<file path="src/rtl/adc_to_fp_converter_if.sv">
// rtl/adc_to_fp_converter_if.sv - sample-in / float-out handshake bundle for adc_to_fp_converter
//
// Signals:
//   in_valid  : producer -> converter, sample on in_data is valid
//   in_ready  : converter -> producer, converter can accept a sample
//   in_data   : producer -> converter, raw ADC sample (ADC_W bits)
//   out_valid : converter -> consumer, out_data holds a converted float
//   out_ready : consumer -> converter, consumer accepts out_data
//   out_data  : converter -> consumer, IEEE-754 single {sign, exp[7:0], mant[22:0]}
// Modports: master = the side driving samples and taking floats; slave = the converter.

interface adc_to_fp_converter_if #(
    parameter int XLEN  = 32,
    parameter int ADC_W = 16
);
    logic             in_valid;
    logic             in_ready;
    logic [ADC_W-1:0] in_data;
    logic             out_valid;
    logic             out_ready;
    logic [XLEN-1:0]  out_data;

    modport master (
        output in_valid, in_data, out_ready,
        input  in_ready, out_valid, out_data
    );

    modport slave (
        input  in_valid, in_data, out_ready,
        output in_ready, out_valid, out_data
    );
endinterface

</file>
<file path="src/rtl/adc_to_fp_converter.sv">
// rtl/adc_to_fp_converter.sv - iterative ADC sample to IEEE-754 single converter
//
// Purpose: accepts one ADC sample, normalises it one bit per cycle and presents
// the exact single-precision value until the consumer takes it.
// Ports:
//   clk : clock, rising edge
//   rst : synchronous active-high reset
//   bus : adc_to_fp_converter_if.slave (in_valid/in_ready/in_data,
//         out_valid/out_ready/out_data)
// Parameters: XLEN (32 only), ADC_W (2..24).
// Build option: define ADC_SIGNED_EN to treat in_data as two's complement.

module adc_to_fp_converter #(
    parameter int XLEN  = 32,
    parameter int ADC_W = 16
) (
    input  logic                  clk,
    input  logic                  rst,
    adc_to_fp_converter_if.slave  bus
);

    typedef enum logic [1:0] {
        IDLE = 2'd0,
        NORM = 2'd1,
        DONE = 2'd2
    } state_e;

    // Exponent of a sample whose leading one is already in the top bit.
    localparam logic [7:0] EXP_INIT = 8'(127 + ADC_W - 1);

    state_e           state_q, state_d;
    logic [ADC_W-1:0] mag_q, mag_d;
    logic [7:0]       exp_q, exp_d;
    logic [XLEN-1:0]  out_data_q, out_data_d;
    logic             sign_q, sign_d;

    logic [ADC_W-1:0] in_mag;
    logic             in_sign;
    logic [22:0]      mant;

    // Magnitude/sign of the incoming sample.
`ifdef ADC_SIGNED_EN
    // Negating the most negative code wraps to 2^(ADC_W-1), which read as
    // unsigned is exactly the required magnitude.
    assign in_sign = bus.in_data[ADC_W-1];
    assign in_mag  = in_sign ? (~bus.in_data + ADC_W'(1)) : bus.in_data;
`else
    assign in_sign = 1'b0;
    assign in_mag  = bus.in_data;
`endif

    // Bits below the leading one, left-aligned and zero-padded.
    always_comb begin
        mant = '0;
        mant[22 -: (ADC_W-1)] = mag_q[ADC_W-2:0];
    end

    // State register
    always_ff @(posedge clk) begin
        if (rst) begin
            state_q <= IDLE;
        end else begin
            state_q <= state_d;
        end
    end

    // Next-state logic
    always_comb begin
        state_d = state_q;
        case (state_q)
            IDLE: begin
                if (bus.in_valid) begin
                    state_d = (in_mag == '0) ? DONE : NORM;
                end
            end
            NORM: begin
                if (mag_q[ADC_W-1]) begin
                    state_d = DONE;
                end
            end
            DONE: begin
                if (bus.out_ready) begin
                    state_d = IDLE;
                end
            end
            default: state_d = IDLE;
        endcase
    end

    // FSM outputs
    always_comb begin
        bus.in_ready  = (state_q == IDLE);
        bus.out_valid = (state_q == DONE);
    end

    // Datapath next-state
    always_comb begin
        mag_d      = mag_q;
        exp_d      = exp_q;
        sign_d     = sign_q;
        out_data_d = out_data_q;
        case (state_q)
            IDLE: begin
                if (bus.in_valid) begin
                    mag_d  = in_mag;
                    exp_d  = EXP_INIT;
                    sign_d = in_sign;
                    if (in_mag == '0) begin
                        out_data_d = '0;
                    end
                end
            end
            NORM: begin
                if (!mag_q[ADC_W-1]) begin
                    mag_d = mag_q << 1;
                    exp_d = exp_q - 8'd1;
                end else begin
                    out_data_d = XLEN'({sign_q, exp_q, mant});
                end
            end
            default: ;
        endcase
    end

    // Datapath registers
    always_ff @(posedge clk) begin
        if (rst) begin
            mag_q      <= '0;
            exp_q      <= '0;
            sign_q     <= 1'b0;
            out_data_q <= '0;
        end else begin
            mag_q      <= mag_d;
            exp_q      <= exp_d;
            sign_q     <= sign_d;
            out_data_q <= out_data_d;
        end
    end

    assign bus.out_data = out_data_q;

endmodule

</file>
<file path="src/flat_wrapper.sv">
// flat-port wrapper written by rule: the top's interface ports become plain ports
module adc_to_fp_converter_flat 
#(
    parameter int XLEN  = 32,
    parameter int ADC_W = 16
)
  (clk, rst, bus_in_valid, bus_in_data, bus_out_ready, bus_in_ready, bus_out_valid, bus_out_data);
  adc_to_fp_converter_if #(.XLEN(XLEN), .ADC_W(ADC_W)) bus_i ();
  input  logic clk;
  input  logic rst;
  input wire logic [$bits(bus_i.in_valid)-1:0] bus_in_valid;
  input wire logic [$bits(bus_i.in_data)-1:0] bus_in_data;
  input wire logic [$bits(bus_i.out_ready)-1:0] bus_out_ready;
  output wire logic [$bits(bus_i.in_ready)-1:0] bus_in_ready;
  output wire logic [$bits(bus_i.out_valid)-1:0] bus_out_valid;
  output wire logic [$bits(bus_i.out_data)-1:0] bus_out_data;
  assign bus_i.in_valid = bus_in_valid;
  assign bus_i.in_data = bus_in_data;
  assign bus_i.out_ready = bus_out_ready;
  assign bus_in_ready = bus_i.in_ready;
  assign bus_out_valid = bus_i.out_valid;
  assign bus_out_data = bus_i.out_data;
  adc_to_fp_converter #(.XLEN(XLEN), .ADC_W(ADC_W)) u_core (.clk(clk), .rst(rst), .bus(bus_i));
endmodule
</file>
<file path="config.mk">
export PLATFORM = sky130hd
export DESIGN_NAME = adc_to_fp_converter_flat
export DESIGN_NICKNAME = d
export VERILOG_FILES = /design/src/rtl/adc_to_fp_converter_if.sv /design/src/rtl/adc_to_fp_converter.sv /design/src/flat_wrapper.sv
export SDC_FILE = /design/constraint.sdc
export NUM_CORES = 1
export LEC_CHECK = 0
export CORE_MARGIN = 3
export CORE_UTILIZATION = 48
export DETAILED_ROUTE_END_ITERATION = 16
export PLACE_DENSITY_LB_ADDON = 0.2
export SYNTH_ARGS = -nofsm -noshare
export SYNTH_HDL_FRONTEND = slang
export SYNTH_SLANG_ARGS = --single-unit
</file>
<file path="constraint.sdc">
create_clock -name clk -period 1.97 [get_ports clk]
set_clock_uncertainty 0.15 [all_clocks]
set_input_delay 0.197 -clock clk [delete_from_list [all_inputs] [get_ports clk]]
set_output_delay 0.197 -clock clk [all_outputs]
set_load 0.02 [all_outputs]
</file>
-- Yosys cells after proc, flatten, opt, wreduce, memory -nomap -nowiden
Cells that the tools add are included.
- input port bits: 20
- bits in registers: 58
- reduce and logical (&&, ||, !) cells: 7
- mux-type cells: 15
- add/sub/neg operators: 1
- eq/ne operators: 7
- operators by type and width (cell ; number):
    32-bit 2-to-1 mux ; 3
    32-bit case mux with 2 select lines ; 1
    16-bit 2-to-1 mux ; 2
    16-bit case mux with 2 select lines ; 1
    16-bit logical NOT ; 1
    8-bit 2-to-1 mux ; 2
    8-bit case mux with 2 select lines ; 1
    2-bit 2-to-1 mux ; 4
    8-bit by 1-bit subtractor with 8-bit output (second input constant) ; 1
    2-bit != test (second input constant) ; 3
    2-bit case mux with 3 select lines ; 1
    3-bit AND reduction ; 2
    2-bit by 1-bit != test with 1-bit output (second input constant) ; 2
    4-bit AND reduction ; 1
    2-bit by 1-bit == test with 1-bit output (second input constant) ; 1
    2-bit == test (second input constant) ; 1
    2-bit logical NOT ; 1
    2-bit AND reduction ; 1
    2-bit nonzero test ; 1

-- Depth between registers and ports, before layout
- word-level depth: 4
- gate-level depth with buffers: 7

-- Worst setup path after synthesis
OpenSTA, ideal clock, no wires.
- kind: reg2reg
- start point: register u_core.state_q[0]
- end point: register u_core.exp_q[5]
- cell stages (with the launch flop): 6
- clock period less this slack: 1.775 ns
- data required time: 1.689 ns
- slack: 0.195 ns
- arrival: 1.493 ns
- path buffers: 1
- cell sequence: dfxtp_1 > buf_6 > or3b_4 > a2111oi_2 > xnor2_1 > nor3_2
- longest elaborated chain between the ends: 3
- ends and longest elaborated chain (item ; RTL line ; text):
    start: declaration ; adc_to_fp_converter.sv:31 ; state_e state_q, state_d;
    start signal: assignment ; adc_to_fp_converter.sv:63 ; state_q <= state_d;
    2-bit by 1-bit == test with 1-bit output or 2-bit logical NOT (tied branches) ; adc_to_fp_converter.sv:102 ; case (state_q)
    2-bit != test (no line) or 2-bit nonzero test (tied branches) ; -- ;
    3-bit AND reduction (no line) ; -- ;
    end signal: assignment ; adc_to_fp_converter.sv:134 ; exp_q <= exp_d;
    end: declaration ; adc_to_fp_converter.sv:33 ; logic [7:0] exp_q, exp_d;
Several ways; a longest one is shown, not always the timed one.
A chain may end at the register's enable or synchronous reset.

-- Final worst setup path
- start point: register u_core.state_q[1]
- end point: output bus_out_valid
- longest elaborated chain between the ends: 1
- ends and longest elaborated chain (item ; RTL line ; text):
    2-bit == test ; adc_to_fp_converter.sv:93 ; bus.out_valid = (state_q == DONE);
    end: declaration ; flat_wrapper.sv:15 ; output wire logic [$bits(bus_i.out_valid)-1:0] bus_out_valid;
No other way between the ends.

==> impl_metrics.yaml <==
grt:
  gr-usage-all-layers_pct: 19.8
  overflow: 0
  grt_pass1_wl_mm: 8.16
  grt_max_degree: 50
  first_global_vias: 1765
  antenna_found_initial: 0
final_layout:
  synthToLayoutAreaGrowth_pct: 31.1
  fillers: 368
  antennaDiodeCount: 0
  drive_gt1_share_pct: 12.4
  instances_no_fill: 349
  stdcell_area_um2: 2770
  fin_util_pct: 67.3
  nNetsFinal: 319
sta:
  hold_violations: 0
  rsz0062_at_grt: "no"
  finalCriticalPeriod_ns: 1.84
  fin_ws_ns: 0.128
  slew_violations: 0
  finalCritPeriodShare_pct: 93.5
  finalSetupViolCount: 0
  max_freq_ghz: 0.543
  final.setup.tns_ns: 0
route:
  vias: 1913
  postRouteAntennaNets: 0
  routed_via_density: 5.48
  drt_iter0_drc: 139
  drt-total-wl_mm: 5.11
  wl_per_cell_um: 14.6
  drc: 0
  dr.pass1.iters: 4
placement:
  place_hpwl_mm: 3.44
  placed_area_um2: 2640
  place.gp.congestion: 0.796
  portBuffers: 44
  dpl.cell_count: 341
  place_ws_ns: -0.131
worst_setup_path:
  reg2reg_setup_slack_ns: 0.15
  crit_chain: "inv_1 > nor2_1 > clkdlybuf4s50_1"
  reg2reg_depth: 4
  crit_buf_inv: 2
  worstSetupPathType: "register to output port"
  timing.rr.end: "u_core.exp_q[6]$_SDFFE_PP0P_"
  slowest_stage: "clkdlybuf4s50_1"
  crit_required_ns: 1.62
  cp-end-kind: "output port"
  worst-path-max-fanout: 8
  cp-start-kind: "register"
  crit_arrival_ns: 1.49
  critical-path-top-delay-family: "buffers and inverters"
  regToRegStartpoint: "u_core.state_q[0]$_SDFFE_PP0P_"
  crit_start: "u_core.state_q[1]$_SDFFE_PP0P_"
  critPathMaxStageDelay_ns: 0.60
worst_hold_path:
  hp-class: "register to register"
  hp-start: "u_core.mag_q[0]$_SDFFE_PP0P_"
  holdPathStages: 2
  worstHoldEndpoint: "u_core.bus.out_data[8]$_SDFFE_PP0P_"
synthesis:
  syn_inst: 250
  synth_area_um2: 2110
  synth_top_area_share_pct: 46.4
  synth_warnings: 0
  avgSynthCellArea_um2: 8.45
  synth.area.top_cells: "dfxtp_1, a21oi_1, nand2_1"
  synth.distinct_cells: 37
  synth_seq_cells: 49
  synth_top_cell_by_area: "dfxtp_1"
  synth-seq-area-share_pct: 46.4
floorplanning:
  design.portCount: 54
  die_h_um: 72.4
  core_um2: 4120
  die_x_um: 72.4
  fp.dieArea_um2: 5230
  start_util_pct: 51.4
  rows: 23
run_status:
  status: "completed"
pwr:
  p_per_area_nw_per_um2: 845
  p_leak_uw: 0.000970
  ir_drop_uv: 527
clock_network:
  clkTransAtPathRegs_ns: 0.09
  cts.path.max_buffers: 2
  cts_sinks: 49
  cts_made_buffers: 5
  cts.htree.levels: 2
  cts_tree: "done"
  clk_latency_ns: 0.30
  cts-root-buf: "clkbuf_8"
  cts_setup_buffers: 0
job:
  cap_viol_max_count: 0
## synth_stat cells, drive strengths merged
library cell / instances
nand4: 1
and3: 1
ha: 1
nand2b: 1
and4: 1
nor4b: 1
a22oi: 15
inv: 4
a21oi: 44
dfxtp: 49
a2111oi: 3
a211oi: 2
or3: 2
a41oi: 1
nor2: 10
o21ai: 23
xnor2: 5
conb: 1
or2: 2
nor4: 4
clkbuf: 15
o32a: 1
or3b: 2
buf: 13
xor2: 1
or2b: 1
mux2: 1
nor3b: 2
nor3: 4
nand2: 39
## stage by stage
step / power [uW] / hold slack [ns]
after floorplan: 1450 / 0.209
after global placement: 1610 / 0.311
after detailed placement: 1610 / 0.312
after CTS: 2350 / 0.327
after global routing: 2440 / 0.344
final: 2340 / 0.323
## worst reg2reg max path, delay by kind of cell, from the launching register on
family | cells | cell delay [ns]
AOI/OAI and AO/OA | 1 | 0.40
DFF | 1 | 0.37
xor gates and xnor gates | 1 | 0.18
and+or+nand+nor | 2 | 0.61
## kinds of logic (layout without fill, tap and decap cells)
logic type | Yosys count | after routing | share of synthesized area (%)
simple gates | 71 | 71 | 16.5
fa+ha+maj | 1 | 1 | 0.592
other cells | 1 | 9 | 0.177
flops | 49 | 49 | 46.4
xor+xnor | 6 | 6 | 2.49
compound gates | 89 | 89 | 25.5
mux | 1 | 1 | 0.533
buf+inv | 32 | 73 | 7.81
## how the worst max path moves through the flow
stage                                           endpoint  slack, ns  cells past startpoint
global route        u_core.bus.out_data[17]$_SDFFE_PP0P_       0.03                      7
floorplan                   u_core.exp_q[5]$_SDFFE_PP0P_       0.20                      5
global placement    u_core.bus.out_data[21]$_SDFFE_PP0P_      -0.11                      7
detailed placement   u_core.bus.out_data[8]$_SDFFE_PP0P_      -0.13                      7
finish                                     bus_out_valid       0.13                      3
CTS                         u_core.exp_q[6]$_SDFFE_PP0P_       0.07                      4
## cell usage in the layout, fill, tap and decap left out, types with 2 or more instances in the layout
cell type        Yosys  final
a2111oi_2            2      2
a211oi_1             2      2
a21oi_1             44     44
a22oi_1             15     15
buf_4                9     16
clkbuf_8             0      6
clkdlybuf4s50_1      0     43
conb_1               1      9
dfxtp_1             49     47
dfxtp_2              0      2
inv_1                4      4
nand2_1             39     39
nor2_1              10     10
nor3_1               2      2
nor3_2               2      2
nor3b_2              1      2
nor4_1               4      2
nor4_2               0      2
o21ai_0             23     23
or3_1                2      2
xnor2_1              5      5
## report_power, final
part | leakage [uW] | internal, uW | switching [uW]
logic | 0.000512 | 211 | 268
registers | 0.000400 | 1050 | 65.7
clock network | 0.0000585 | 414 | 328
## metal layers
metal  wire length (um)  part of all wire [%]  GRT usage [%]  vias up
met5                  0                     0              0        -
met4                 54                   1.1           6.05        0
met3                324                   6.3           4.43        7
met2               2430                    48           32.5       69
met1               2290                    45           25.9      880
li1                   -                     -              -      957
## state kept, by name, summed over array words and instances (netlist names)
name / count
u_core.state_q: 2
u_core.bus.out_data: 23
u_core.exp_q: 8
u_core.mag_q: 16
## area by class of cell
type	instances	area (um^2)	share of cell area, %
Multi-Input combinational cell	177	1010	36.6
Sequential cell	49	983	35.5
Timing Repair Buffer	61	579	20.9
Clock buffer	7	86.3	3.12
Tap cell	50	62.6	2.26
Clock inverter	1	30.0	1.08
Inverter	4	15.0	0.542
## timing repair
item                       in CTS  in global routing
hold buffers                    0                  0
hold endpoints to repair        0                  0
setup endpoints to repair       2                  5
resized for setup               2                  3
(Power assumes the default switching activity.)
